File: config.mk
export PLATFORM = sky130hd
export DESIGN_NAME = threetoeight_seq
export DESIGN_NICKNAME = d
export VERILOG_FILES = /design/src/rtl/threetoeight_pkg.sv /design/src/rtl/threetoeight_dec3to8.sv /design/src/rtl/threetoeight_seq.sv
export SDC_FILE = /design/constraint.sdc
export NUM_CORES = 1
export LEC_CHECK = 0
export CELL_PAD_IN_SITES_DETAIL_PLACEMENT = 0
export CELL_PAD_IN_SITES_GLOBAL_PLACEMENT = 1
export CORE_ASPECT_RATIO = 1.25
export CORE_MARGIN = 2
export CORE_UTILIZATION = 42
export DETAILED_ROUTE_END_ITERATION = 8
export GPL_TIMING_DRIVEN = 0
export PLACE_DENSITY = 0.82
export SYNTH_ARGS = -nofsm -noshare
export SYNTH_HDL_FRONTEND = slang
export SYNTH_HIERARCHICAL = 1
export SYNTH_SLANG_ARGS = --single-unit
File: constraint.sdc
create_clock -name clk -period 2.5 [get_ports clk]
set_input_delay 0.75 -clock clk [delete_from_list [all_inputs] [get_ports clk]]
set_output_delay 0.75 -clock clk [all_outputs]
set_load 0.05 [all_outputs]
File: src/rtl/threetoeight_pkg.sv
// Shared types and constants for the sequenced 3-to-8 decoder.
// Thermometer decode is selected with THREETOEIGHT_THERM_EN.
package threetoeight_pkg;

    localparam int CODE_W = 3;
    localparam int LINES  = 8;

    typedef enum logic [1:0] {
        S_IDLE  = 2'd0,
        S_DRIVE = 2'd1,
        S_GAP   = 2'd2
    } state_t;

endpackage

File: src/rtl/threetoeight_dec3to8.sv
// Combinational 3-to-8 decode: one-hot by default, thermometer (all k <= code)
// when THREETOEIGHT_THERM_EN is defined.
module dec3to8
    import threetoeight_pkg::*;
(
    input  logic [CODE_W-1:0] code,
    output logic [LINES-1:0]  lines
);

    always_comb begin
        lines = '0;
        for (int k = 0; k < LINES; k++) begin
`ifdef THREETOEIGHT_THERM_EN
            lines[k] = (k <= int'(code));
`else
            lines[k] = (k == int'(code));
`endif
        end
    end

endmodule

File: src/rtl/threetoeight_seq.sv
// Sequenced 3-to-8 decoder: drives a decoded line for HOLD cycles, then GAP
// all-zero cycles, then pulses done. Decode style follows THREETOEIGHT_THERM_EN.
//
// Handshake: a code is accepted on a rising edge where in_valid && in_ready;
// in_ready is high only in IDLE, and an unaccepted valid is simply held upstream.
module threetoeight_seq
    import threetoeight_pkg::*;
#(
    parameter int HOLD  = 4,
    parameter int GAP   = 1,
    parameter int CNT_W = 8
) (
    input  logic                clk,
    input  logic                rst_n,
    input  logic [CODE_W-1:0]   in,
    input  logic                in_valid,
    output logic                in_ready,
    output logic [LINES-1:0]    out,
    output logic                busy,
    output logic                done
);

    generate
        if (HOLD < 1 || HOLD > 255 || GAP < 0 || GAP > 255 ||
            HOLD >= (1 << CNT_W) || GAP >= (1 << CNT_W)) begin : g_param_err
            $error("threetoeight_seq: illegal HOLD/GAP/CNT_W combination");
        end
    endgenerate

    localparam logic [CNT_W-1:0] HOLD_LOAD = CNT_W'(HOLD - 1);
    localparam logic [CNT_W-1:0] GAP_LOAD  = (GAP > 0) ? CNT_W'(GAP - 1) : '0;

    state_t              state_q, state_d;
    logic [CNT_W-1:0]    cnt_q, cnt_d;
    logic [CODE_W-1:0]   code_q, code_d;
    logic [LINES-1:0]    out_q, out_d;
    logic                done_q, done_d;
    logic                accept;
    logic [CODE_W-1:0]   dec_code;
    logic [LINES-1:0]    dec_lines;

    assign accept   = in_valid && (state_q == S_IDLE);
    // Decode the live input on the accepting edge so out is valid one cycle later.
    assign dec_code = accept ? in : code_q;

    dec3to8 u_dec (
        .code  (dec_code),
        .lines (dec_lines)
    );

    always_ff @(posedge clk or negedge rst_n) begin
        if (!rst_n) begin
            state_q <= S_IDLE;
            cnt_q   <= '0;
            code_q  <= '0;
            out_q   <= '0;
            done_q  <= 1'b0;
        end else begin
            state_q <= state_d;
            cnt_q   <= cnt_d;
            code_q  <= code_d;
            out_q   <= out_d;
            done_q  <= done_d;
        end
    end

    always_comb begin
        state_d = state_q;
        cnt_d   = cnt_q;
        code_d  = code_q;
        out_d   = out_q;
        done_d  = 1'b0;
        case (state_q)
            S_IDLE: begin
                out_d = '0;
                if (accept) begin
                    code_d  = in;
                    cnt_d   = HOLD_LOAD;
                    out_d   = dec_lines;
                    state_d = S_DRIVE;
                end
            end
            S_DRIVE: begin
                out_d = dec_lines;
                if (cnt_q == '0) begin
                    out_d = '0;
                    if (GAP > 0) begin
                        cnt_d   = GAP_LOAD;
                        state_d = S_GAP;
                    end else begin
                        done_d  = 1'b1;
                        state_d = S_IDLE;
                    end
                end else begin
                    cnt_d = cnt_q - CNT_W'(1);
                end
            end
            S_GAP: begin
                out_d = '0;
                if (cnt_q == '0) begin
                    done_d  = 1'b1;
                    state_d = S_IDLE;
                end else begin
                    cnt_d = cnt_q - CNT_W'(1);
                end
            end
            default: begin
                out_d   = '0;
                state_d = S_IDLE;
            end
        endcase
    end

    assign in_ready = (state_q == S_IDLE);
    assign busy     = (state_q != S_IDLE);
    assign out      = out_q;
    assign done     = done_q;

endmodule

==> flow_summary.json, run 1 <==
{
  "critPathRequiredTime_ns": 1.75,
  "synth_flop_cell": "sky130_fd_sc_hd__dfrtp_1",
  "async_reset_ff_share_pct": 100.0,
  "yosys_warnings": 6,
  "vias": 909,
  "floorplan.die_area_um2": 3364,
  "cp-end-kind": "output pin",
  "levels_on_crit_path": 3,
  "rsz_0062_raised_after_global_routing": "no",
  "timing_hold_violations_final": 0,
  "dp.final_hpwl_um": 1746,
  "total_clock_buffers_created_by_cts": 3,
  "critical-path-max-stage-delay_ns": 0.55,
  "multi_input_comb_area_um2": 631.9,
  "ff2ff_path_depth": 7,
  "clockRootBuffer": "sky130_fd_sc_hd__clkbuf_4",
  "die_w_um": 52.28,
  "timing.hold.worst.class": "reg -> reg",
  "track_usage_pct": 16.56,
  "syn_area_um2": 1224,
  "synth_top_cells_by_area": "sky130_fd_sc_hd__dfrtp_1, sky130_fd_sc_hd__ha_1, sky130_fd_sc_hd__mux2_2",
  "number_of_global_route_vias_before_repair": 926,
  "worstSetupEndpoint": "in_ready",
  "regToRegStartpoint": "cnt_q[0]",
  "syn-instance-count": 112,
  "grt_start_max_net_pins": 23,
  "timing.final.setup_violations": 0,
  "clock_tree_from_tritoncts": "built",
  "syn_nets": 125,
  "num_antenna_cells": 0,
  "cts.repair_timing.setup_buffer_count": 0,
  "cts.path.max_buffers": 2,
  "floorplan.initialDensity_pct": 44.78,
  "mostFrequentLayoutCell": "sky130_fd_sc_hd__dfrtp_1",
  "drt-pass1-iter-count": 4,
  "result_of_the_run": "complete, no violations",
  "yosysTopAreaCell": "sky130_fd_sc_hd__dfrtp_1",
  "tightestPinTransition_ns": 0.9707,
  "post_route_cells_drive_above_1_share_pct": 15.91,
  "power.ir.vdd_worst_uv": 902.4,
  "worstSkewPairLatency_ns": 0.31,
  "synth-seq-cells": 22,
  "maxCapViolations": 0,
  "setup_tns_ns": 0,
  "gp_routability_congestion": 0.7429,
  "numPortBuffers": 16,
  "cts_hold_buf": 0,
  "initial_antenna_violation_count": 0,
  "totalWireLength_um": 2284,
  "power_mw": 2.145,
  "dr.first_iter.drc_count": 14,
  "nets": 146,
  "ys_types": 39,
  "rr_endpoint": "cnt_q[0]",
  "synth_sequential_area_ratio_pct": 44.99,
  "global_route_total_overflow": 0,
  "hold-worst-slack_ns": 0.5192,
  "detail_route.wl_per_cell_um": 13.76,
  "num-fill-cells": 264,
  "drtAntennaViolNets": 0,
  "die_y_um": 64.35,
  "finalClockSkew_ns": 0.006016,
  "netlist.area_leader.share_pct": 44.99,
  "finalCritPeriodShare_pct": 95.32,
  "detail_route.drc_violations": 0,
  "via_per_inst": 5.476,
  "power.leakage_nw": 0.6509,
  "power_density_nw_per_um2": 1452,
  "worstSetupStartpoint": "state_q[0]",
  "path_max_fanout": 5,
  "final-max-slew-violation-count": 0,
  "cts_num_sinks": 22,
  "path_cells": "inv_1, ha_1, dlygate4sd2_1",
  "number_of_enable_flip_flop_cells_after_synthesis": 0,
  "slowest_library_cell_on_the_worst_path": "sky130_fd_sc_hd__dlygate4sd2_1",
  "wire_length_of_the_first_global_routing_pass_um": 4236,
  "avgSynthCellArea_um2": 10.93,
  "pin_count": 17,
  "worst_setup_hold_path_clk_slew_ns": 0.12,
  "r2r_slack_ns": 0.51,
  "fp-row-count": 21,
  "startpoint_type": "register",
  "final_period_minus_worst_setup_slack_ns": 2.383,
  "area.growth.synth_to_final_pct": 20.76,
  "cts-htree-levels": 1,
  "arrival_ns": 1.63,
  "achievable-frequency_ghz": 0.4196,
  "critical_path_buf_inv_count": 2,
  "timing.critical_path.max_delay_family": "buffers and inverters",
  "register_area_um2": 550.5,
  "slew_headroom_pct": 35.09,
  "most-common-layout-cells": "sky130_fd_sc_hd__dfrtp_1, sky130_fd_sc_hd__clkdlybuf4s50_1, sky130_fd_sc_hd__and2_1",
  "critical_setup_path_kind": "reg -> out",
  "core_um2": 2733
}
-- report_power, final --
group	switching [mW]	internal, mW	total (mW)
clock network	0.110	0.162	0.272
registers	0.104	0.495	0.599
logic	0.760	0.514	1.27
-- routing by layer --
layer,routed length (um),vias up,global-route usage (%)
met5,0,-,0
met4,20,0,4.808
met3,70,4,3.505
met2,1242,12,28.59
met1,951,439,20.21
li1,-,454,-
-- cells in the mapped netlist (2+ instances only) --
cell type                  count
sky130_fd_sc_hd__dfrtp_1      22
sky130_fd_sc_hd__and2_1        8
sky130_fd_sc_hd__ha_1          7
sky130_fd_sc_hd__inv_1         7
sky130_fd_sc_hd__nor2_1        7
sky130_fd_sc_hd__mux2_2        6
sky130_fd_sc_hd__a22oi_1       5
sky130_fd_sc_hd__nand2_1       5
sky130_fd_sc_hd__or4_1         4
sky130_fd_sc_hd__and3b_2       3
sky130_fd_sc_hd__nor3b_1       3
sky130_fd_sc_hd__o31ai_1       3
sky130_fd_sc_hd__a21oi_1       2
sky130_fd_sc_hd__nand2b_1      2
sky130_fd_sc_hd__nor3_1        2
sky130_fd_sc_hd__o22a_1        2
sky130_fd_sc_hd__or3_1         2
-- sequential cells by signal, summed over array words and instances (netlist names) --
name,cells
cnt_q,8
state_q,2
done,1
code_q,3
out,8
-- cell families (layout without fill, tap and decap cells) --
logic type               count (synthesis)  count (layout)  synth area share (%)
adder cells (fa/ha/maj)                  7               7                 7.157
flip-flops                              22              22                 44.99
buffers and inverters                    9              29                 3.374
AND/OR/NAND/NOR                         47              47                 24.85
AO/OA/AOI/OAI                           20              20                 13.19
multiplexers                             7               7                 6.441
-- what timing repair did --
| action | 4_1_cts | 5_1_grt |
|---|---|---|
| gates resized for setup | 2 | 1 |
| pin swaps | 0 | 0 |
| setup endpoints to repair | 2 | 1 |
-- cell type report --
cell class | instances | share of cell area (%)
multi-input cells | 81 | 42.76
flip-flops and latches | 22 | 37.26
repair buffers | 16 | 10.75
well taps | 34 | 2.879
clock inverters | 1 | 2.032
inverters | 7 | 1.778
clock buffers | 3 | 1.524
plain buffers | 2 | 1.016
-- worst min-delay path by stage --
stage,cells after the start,start,endpoint
floorplan,0,rst_n,cnt_q[0]
global placement,1,code_q[2],code_q[2]
detailed placement,1,code_q[1],code_q[1]
CTS,1,code_q[1],code_q[1]
global route,1,code_q[2],code_q[2]
finish,1,code_q[1],code_q[1]
-- per-stage QoR --
stage               instances  util (%)  area [um2]  worst slack [ns]
global placement          162     52.20        1426           0.09576
global route              166     54.08        1478          0.004170
CTS                       166     54.03        1476           0.07388
detailed placement        162     52.20        1426           0.06427
floorplan                 112         -        1224            0.3740
finish                    166     54.08        1478            0.1169
(Power assumes the default switching activity.)
==> run 2, diff against run 1 <==
Settings changed: SETUP_SLACK_MARGIN from default to 0.1.
Clock period 2.5 ns to 2.3 ns, I/O delays scaled along.
==> run 2 against run 1 <==
Net effect: total power increased by 8.3%; critical path depth shrank 2; flip-flop and latch count unchanged; die area unchanged; combinational power up 9%; register-to-register slack got worse by 0.20 ns; clock skew hardly changed; largest cell class unchanged; largest power group unchanged.
==> flow_summary.json, run 2 (synthesis gave the netlist of run 1 again) <==
{
  "result_of_the_run": "complete, no violations",
  "finalCritPeriodShare_pct": 93.47,
  "via_per_inst": 5.464,
  "global_route_total_overflow": 0,
  "hold-worst-slack_ns": 0.5192,
  "worstSkewPairLatency_ns": 0.31,
  "placedCellCount": 162,
  "fp-row-count": 21,
  "num_antenna_cells": 0,
  "final_period_minus_worst_setup_slack_ns": 2.150,
  "startpoint_type": "register",
  "power.ir.vdd_worst_uv": 980.5,
  "floorplan.die_area_um2": 3364,
  "gp_routability_congestion": 0.7429,
  "pin_count": 17,
  "nets": 146,
  "register_area_um2": 550.5,
  "die_w_um": 52.28,
  "final-max-slew-violation-count": 0,
  "fin_ws_ns": 0.1501,
  "clockRootBuffer": "sky130_fd_sc_hd__clkbuf_4",
  "dpl_worst_slack_ns": -0.07573,
  "cts-htree-levels": 1,
  "floorplan.initialDensity_pct": 44.78,
  "initial_antenna_violation_count": 0,
  "area.growth.synth_to_final_pct": 20.65,
  "detail_route.wl_per_cell_um": 13.85,
  "timing.critical_path.max_delay_family": "buffers and inverters",
  "timing_hold_violations_final": 0,
  "wire_length_of_the_first_global_routing_pass_um": 4250,
  "finalClockSkew_ns": 0.006077,
  "slowest_library_cell_on_the_worst_path": "sky130_fd_sc_hd__clkdlybuf4s50_1",
  "die_y_um": 64.35,
  "vias": 907,
  "mostFrequentLayoutCell": "sky130_fd_sc_hd__dfrtp_1",
  "power_density_nw_per_um2": 1573,
  "numPortBuffers": 16,
  "power.leakage_nw": 0.7010,
  "rsz_0062_raised_after_global_routing": "no",
  "post_route_cells_drive_above_1_share_pct": 17.42,
  "maxCapViolations": 0,
  "arrival_ns": 1.46,
  "cts_hold_buf": 0,
  "slew_headroom_pct": 35.19,
  "cp-end-kind": "output pin",
  "critical-path-max-stage-delay_ns": 0.80,
  "detail_route.drc_violations": 0,
  "timing.hold.worst.class": "reg -> reg",
  "track_usage_pct": 16.61,
  "dr.first_iter.drc_count": 13,
  "path_cells": "clkdlybuf4s50_1",
  "timing.final.setup_violations": 0,
  "grt_start_max_net_pins": 23,
  "num-fill-cells": 267,
  "total_clock_buffers_created_by_cts": 3,
  "totalWireLength_um": 2299,
  "critPathRequiredTime_ns": 1.61,
  "cts_num_sinks": 22,
  "layoutNonFillerInstCount": 166,
  "most-common-layout-cells": "sky130_fd_sc_hd__dfrtp_1, sky130_fd_sc_hd__clkdlybuf4s50_1, sky130_fd_sc_hd__and2_1",
  "multi_input_comb_area_um2": 631.9,
  "achievable-frequency_ghz": 0.4651,
  "dp.final_hpwl_um": 1746,
  "power_mw": 2.323,
  "drt-pass1-iter-count": 4,
  "drtAntennaViolNets": 0,
  "cts.path.max_buffers": 2,
  "worst_setup_hold_path_clk_slew_ns": 0.12,
  "clock_tree_from_tritoncts": "built",
  "fin_util_pct": 54.03,
  "number_of_global_route_vias_before_repair": 921,
  "critical_path_buf_inv_count": 1,
  "tightestPinTransition_ns": 0.9691,
  "core_um2": 2733,
  "path_max_fanout": 1,
  "critical_setup_path_kind": "reg -> out"
}
## run 2: cell types whose count changed in the layout (fill, tap and decap cells not counted)
cell                              delta
sky130_fd_sc_hd__buf_2               +2
sky130_fd_sc_hd__clkdlybuf4s15_1     -1
sky130_fd_sc_hd__clkdlybuf4s50_1     -3
sky130_fd_sc_hd__dlygate4sd2_1       -1
sky130_fd_sc_hd__dlymetal6s2s_1      +3
## run 2: stage by stage
step,instance area (um2),setup TNS [ns]
3_5_place_dp,1426,-0.2229
2_1_floorplan,1224,0
4_1_cts,1481,0
3_3_place_gp,1426,-0.08984
5_1_grt,1476,0
6_report,1476,0
## run 2: worst paths after layout
check | from | to | slack [ns] | cells after the start
max in group asynchronous | rst_n | cnt_q[0] | 0.81 | 1
min in group asynchronous | rst_n | cnt_q[5] | 0.90 | 1
setup / recovery | out[2] | out[2] | 0.15 | 1
hold / removal | code_q[1] | code_q[1] | 0.52 | 1
setup reg to reg | cnt_q[0] | cnt_q[0] | 0.31 | 7
hold reg to reg | code_q[1] | code_q[1] | 0.52 | 1
## run 2: power by group
group          switching [mW]  internal (mW)  leakage [nW]
Clock                   0.120          0.176        0.0279
Combinational           0.828          0.549         0.385
Sequential              0.112          0.538         0.288
Total                    1.06           1.26         0.701
## run 2: what timing repair did
item / in CTS / in global routing
setup buffers: 0 / 0
resized for setup: 6 / 7
endpoints found under the setup margin: 2 / 5
## run 2: layout make-up
type | instances | area share (%)
Inverter | 7 | 1.780
Clock inverter | 1 | 2.034
Buffer | 2 | 1.017
Timing Repair Buffer | 16 | 10.68
Tap cell | 34 | 2.881
Clock buffer | 3 | 1.525
Multi-Input combinational cell | 81 | 42.80
Sequential cell | 22 | 37.29
## run 2: routing by layer
layer	up-vias	GRT usage (%)	routed length (um)
met5	-	0	0
met4	0	4.808	20
met3	4	3.505	62
met2	12	28.59	1247
met1	438	20.36	969
li1	453	-	-
==> run 3, diff against run 2 <==
Settings changed: CORE_UTILIZATION 42 to 30, PLACE_DENSITY 0.82 to 0.63.
==> run 3 against run 2 <==
Net effect: clock power up 24%; clock-buffer cell count unchanged; worst setup slack better by 0.044 ns; critical path type unchanged; critical endpoint is now in_ready.
==> flow_summary.json, run 3 (synthesis gave the netlist of run 1 again) <==
{
  "result_of_the_run": "complete, no violations",
  "timing.hold.worst.class": "reg -> reg",
  "cp-end-kind": "output pin",
  "most-common-layout-cells": "sky130_fd_sc_hd__dfrtp_1, sky130_fd_sc_hd__clkdlybuf4s50_1, sky130_fd_sc_hd__and2_1",
  "drtAntennaViolNets": 0,
  "floorplan.initialDensity_pct": 31.80,
  "timing_hold_violations_final": 0,
  "dpl_worst_slack_ns": -0.08306,
  "floorplan.die_area_um2": 4609,
  "final_period_minus_worst_setup_slack_ns": 2.106,
  "clockRootBuffer": "sky130_fd_sc_hd__clkbuf_8",
  "detail_route.wl_per_cell_um": 12.87,
  "post_route_cells_drive_above_1_share_pct": 18.18,
  "startpoint_type": "register",
  "wire_length_of_the_first_global_routing_pass_um": 4409,
  "die_w_um": 61.13,
  "placedCellCount": 182,
  "global_route_total_overflow": 0,
  "power.leakage_nw": 0.6606,
  "fp-row-count": 25,
  "area.growth.synth_to_final_pct": 24.13,
  "path_cells": "inv_1, ha_1, clkdlybuf4s18_2",
  "worst_setup_hold_path_clk_slew_ns": 0.08,
  "critical_setup_path_kind": "reg -> out",
  "r2r_slack_ns": 0.34,
  "final-max-slew-violation-count": 0,
  "nets": 146,
  "core_um2": 3847,
  "achievable-frequency_ghz": 0.4749,
  "layoutNonFillerInstCount": 186,
  "cts-htree-levels": 1,
  "maxCapViolations": 0,
  "tightestPinTransition_ns": 0.9862,
  "rsz_0062_raised_after_global_routing": "no",
  "gp_routability_congestion": 0.7783,
  "cts.repair_timing.setup_buffer_count": 0,
  "worstSkewPairLatency_ns": 0.27,
  "slowest_library_cell_on_the_worst_path": "sky130_fd_sc_hd__dfrtp_1",
  "num_antenna_cells": 0,
  "setup_tns_ns": 0,
  "numPortBuffers": 16,
  "power.ir.vdd_worst_uv": 578.3,
  "dr.first_iter.drc_count": 22,
  "number_of_global_route_vias_before_repair": 978,
  "hold-worst-slack_ns": 0.5074,
  "via_per_inst": 4.796,
  "die_y_um": 75.41,
  "power_mw": 2.408,
  "vias": 892,
  "finalClockSkew_ns": 0.006484,
  "critPathRequiredTime_ns": 1.61,
  "finalCritPeriodShare_pct": 91.56,
  "num-fill-cells": 377,
  "drt-pass1-iter-count": 3,
  "timing.final.setup_violations": 0,
  "clock_tree_from_tritoncts": "built",
  "power_density_nw_per_um2": 1585,
  "cts_num_sinks": 22,
  "critical-path-max-stage-delay_ns": 0.42,
  "path_max_fanout": 5,
  "cts.path.max_buffers": 2,
  "initial_antenna_violation_count": 0,
  "totalWireLength_um": 2393,
  "track_usage_pct": 12.70,
  "total_clock_buffers_created_by_cts": 3,
  "dp.final_hpwl_um": 1818,
  "pin_count": 17,
  "detail_route.drc_violations": 0,
  "cts_hold_buf": 0,
  "grt_start_max_net_pins": 23,
  "mostFrequentLayoutCell": "sky130_fd_sc_hd__dfrtp_1",
  "fin_ws_ns": 0.1942,
  "slew_headroom_pct": 34.05,
  "arrival_ns": 1.42
}
==> run 3: changes by cell type in the layout (fill, tap and decap cells not counted), sizes merged <==
| cell | delta |
|---|---|
| buf | -1 |
| clkdlybuf4s50 | +3 |
| clkdlybuf4s18 | +1 |
| dlymetal6s2s | -3 |
==> run 3: final cells by class <==
class                   count  area [um2]  area share [%]
well taps                  54       67.56           4.448
clock buffers               3       41.29           2.718
plain buffers               2       16.27           1.071
clock inverters             1       30.03           1.977
flip-flops and latches     22       550.5           36.24
multi-input cells          81       631.9           41.60
repair buffers             16       155.1           10.21
inverters                   7       26.28           1.730
==> run 3: metal layers <==
metal,GRT usage (%),routed length [um]
met1,14.79,1038
met2,22.81,1246
met3,3.056,89
met4,3.623,19
met5,0,0
==> run 3: worst max-delay path, delay by kind of cell, from the launching register on <==
kind       cells  cell delay (ns)
flops          1             0.42
fa+ha+maj      1             0.23
buf+inv        2             0.51
==> run 3: path summary, 6_finish.rpt <==
kind | start | endpoint | cells after the start
max | state_q[0] | in_ready | 3
min | code_q[2] | code_q[2] | 1
max reg2reg | cnt_q[0] | cnt_q[1] | 7
min reg2reg | code_q[2] | code_q[2] | 1
max in group asynchronous | rst_n | cnt_q[1] | 1
min in group asynchronous | rst_n | cnt_q[5] | 1
==> run 3: per-stage QoR <==
step / area [um2] / utilization, %
after floorplan: 1224 / -
after global placement: 1451 / 37.72
after detailed placement: 1451 / 37.72
after CTS: 1525 / 39.64
after global routing: 1519 / 39.48
final: 1519 / 39.48
==> run 3: power breakdown <==
group / leakage, nW / switching [mW] / internal (mW) / total, mW
clock: 0.0357 / 0.135 / 0.233 / 0.368
combinational: 0.336 / 0.829 / 0.563 / 1.39
sequential: 0.288 / 0.109 / 0.539 / 0.648
total: 0.661 / 1.07 / 1.33 / 2.41
==> run 3: what timing repair did <==
item / 4_1_cts / 5_1_grt
endpoints found under the setup margin: 2 / 4
hold endpoints to repair: 0 / 0
resized for setup: 6 / 5
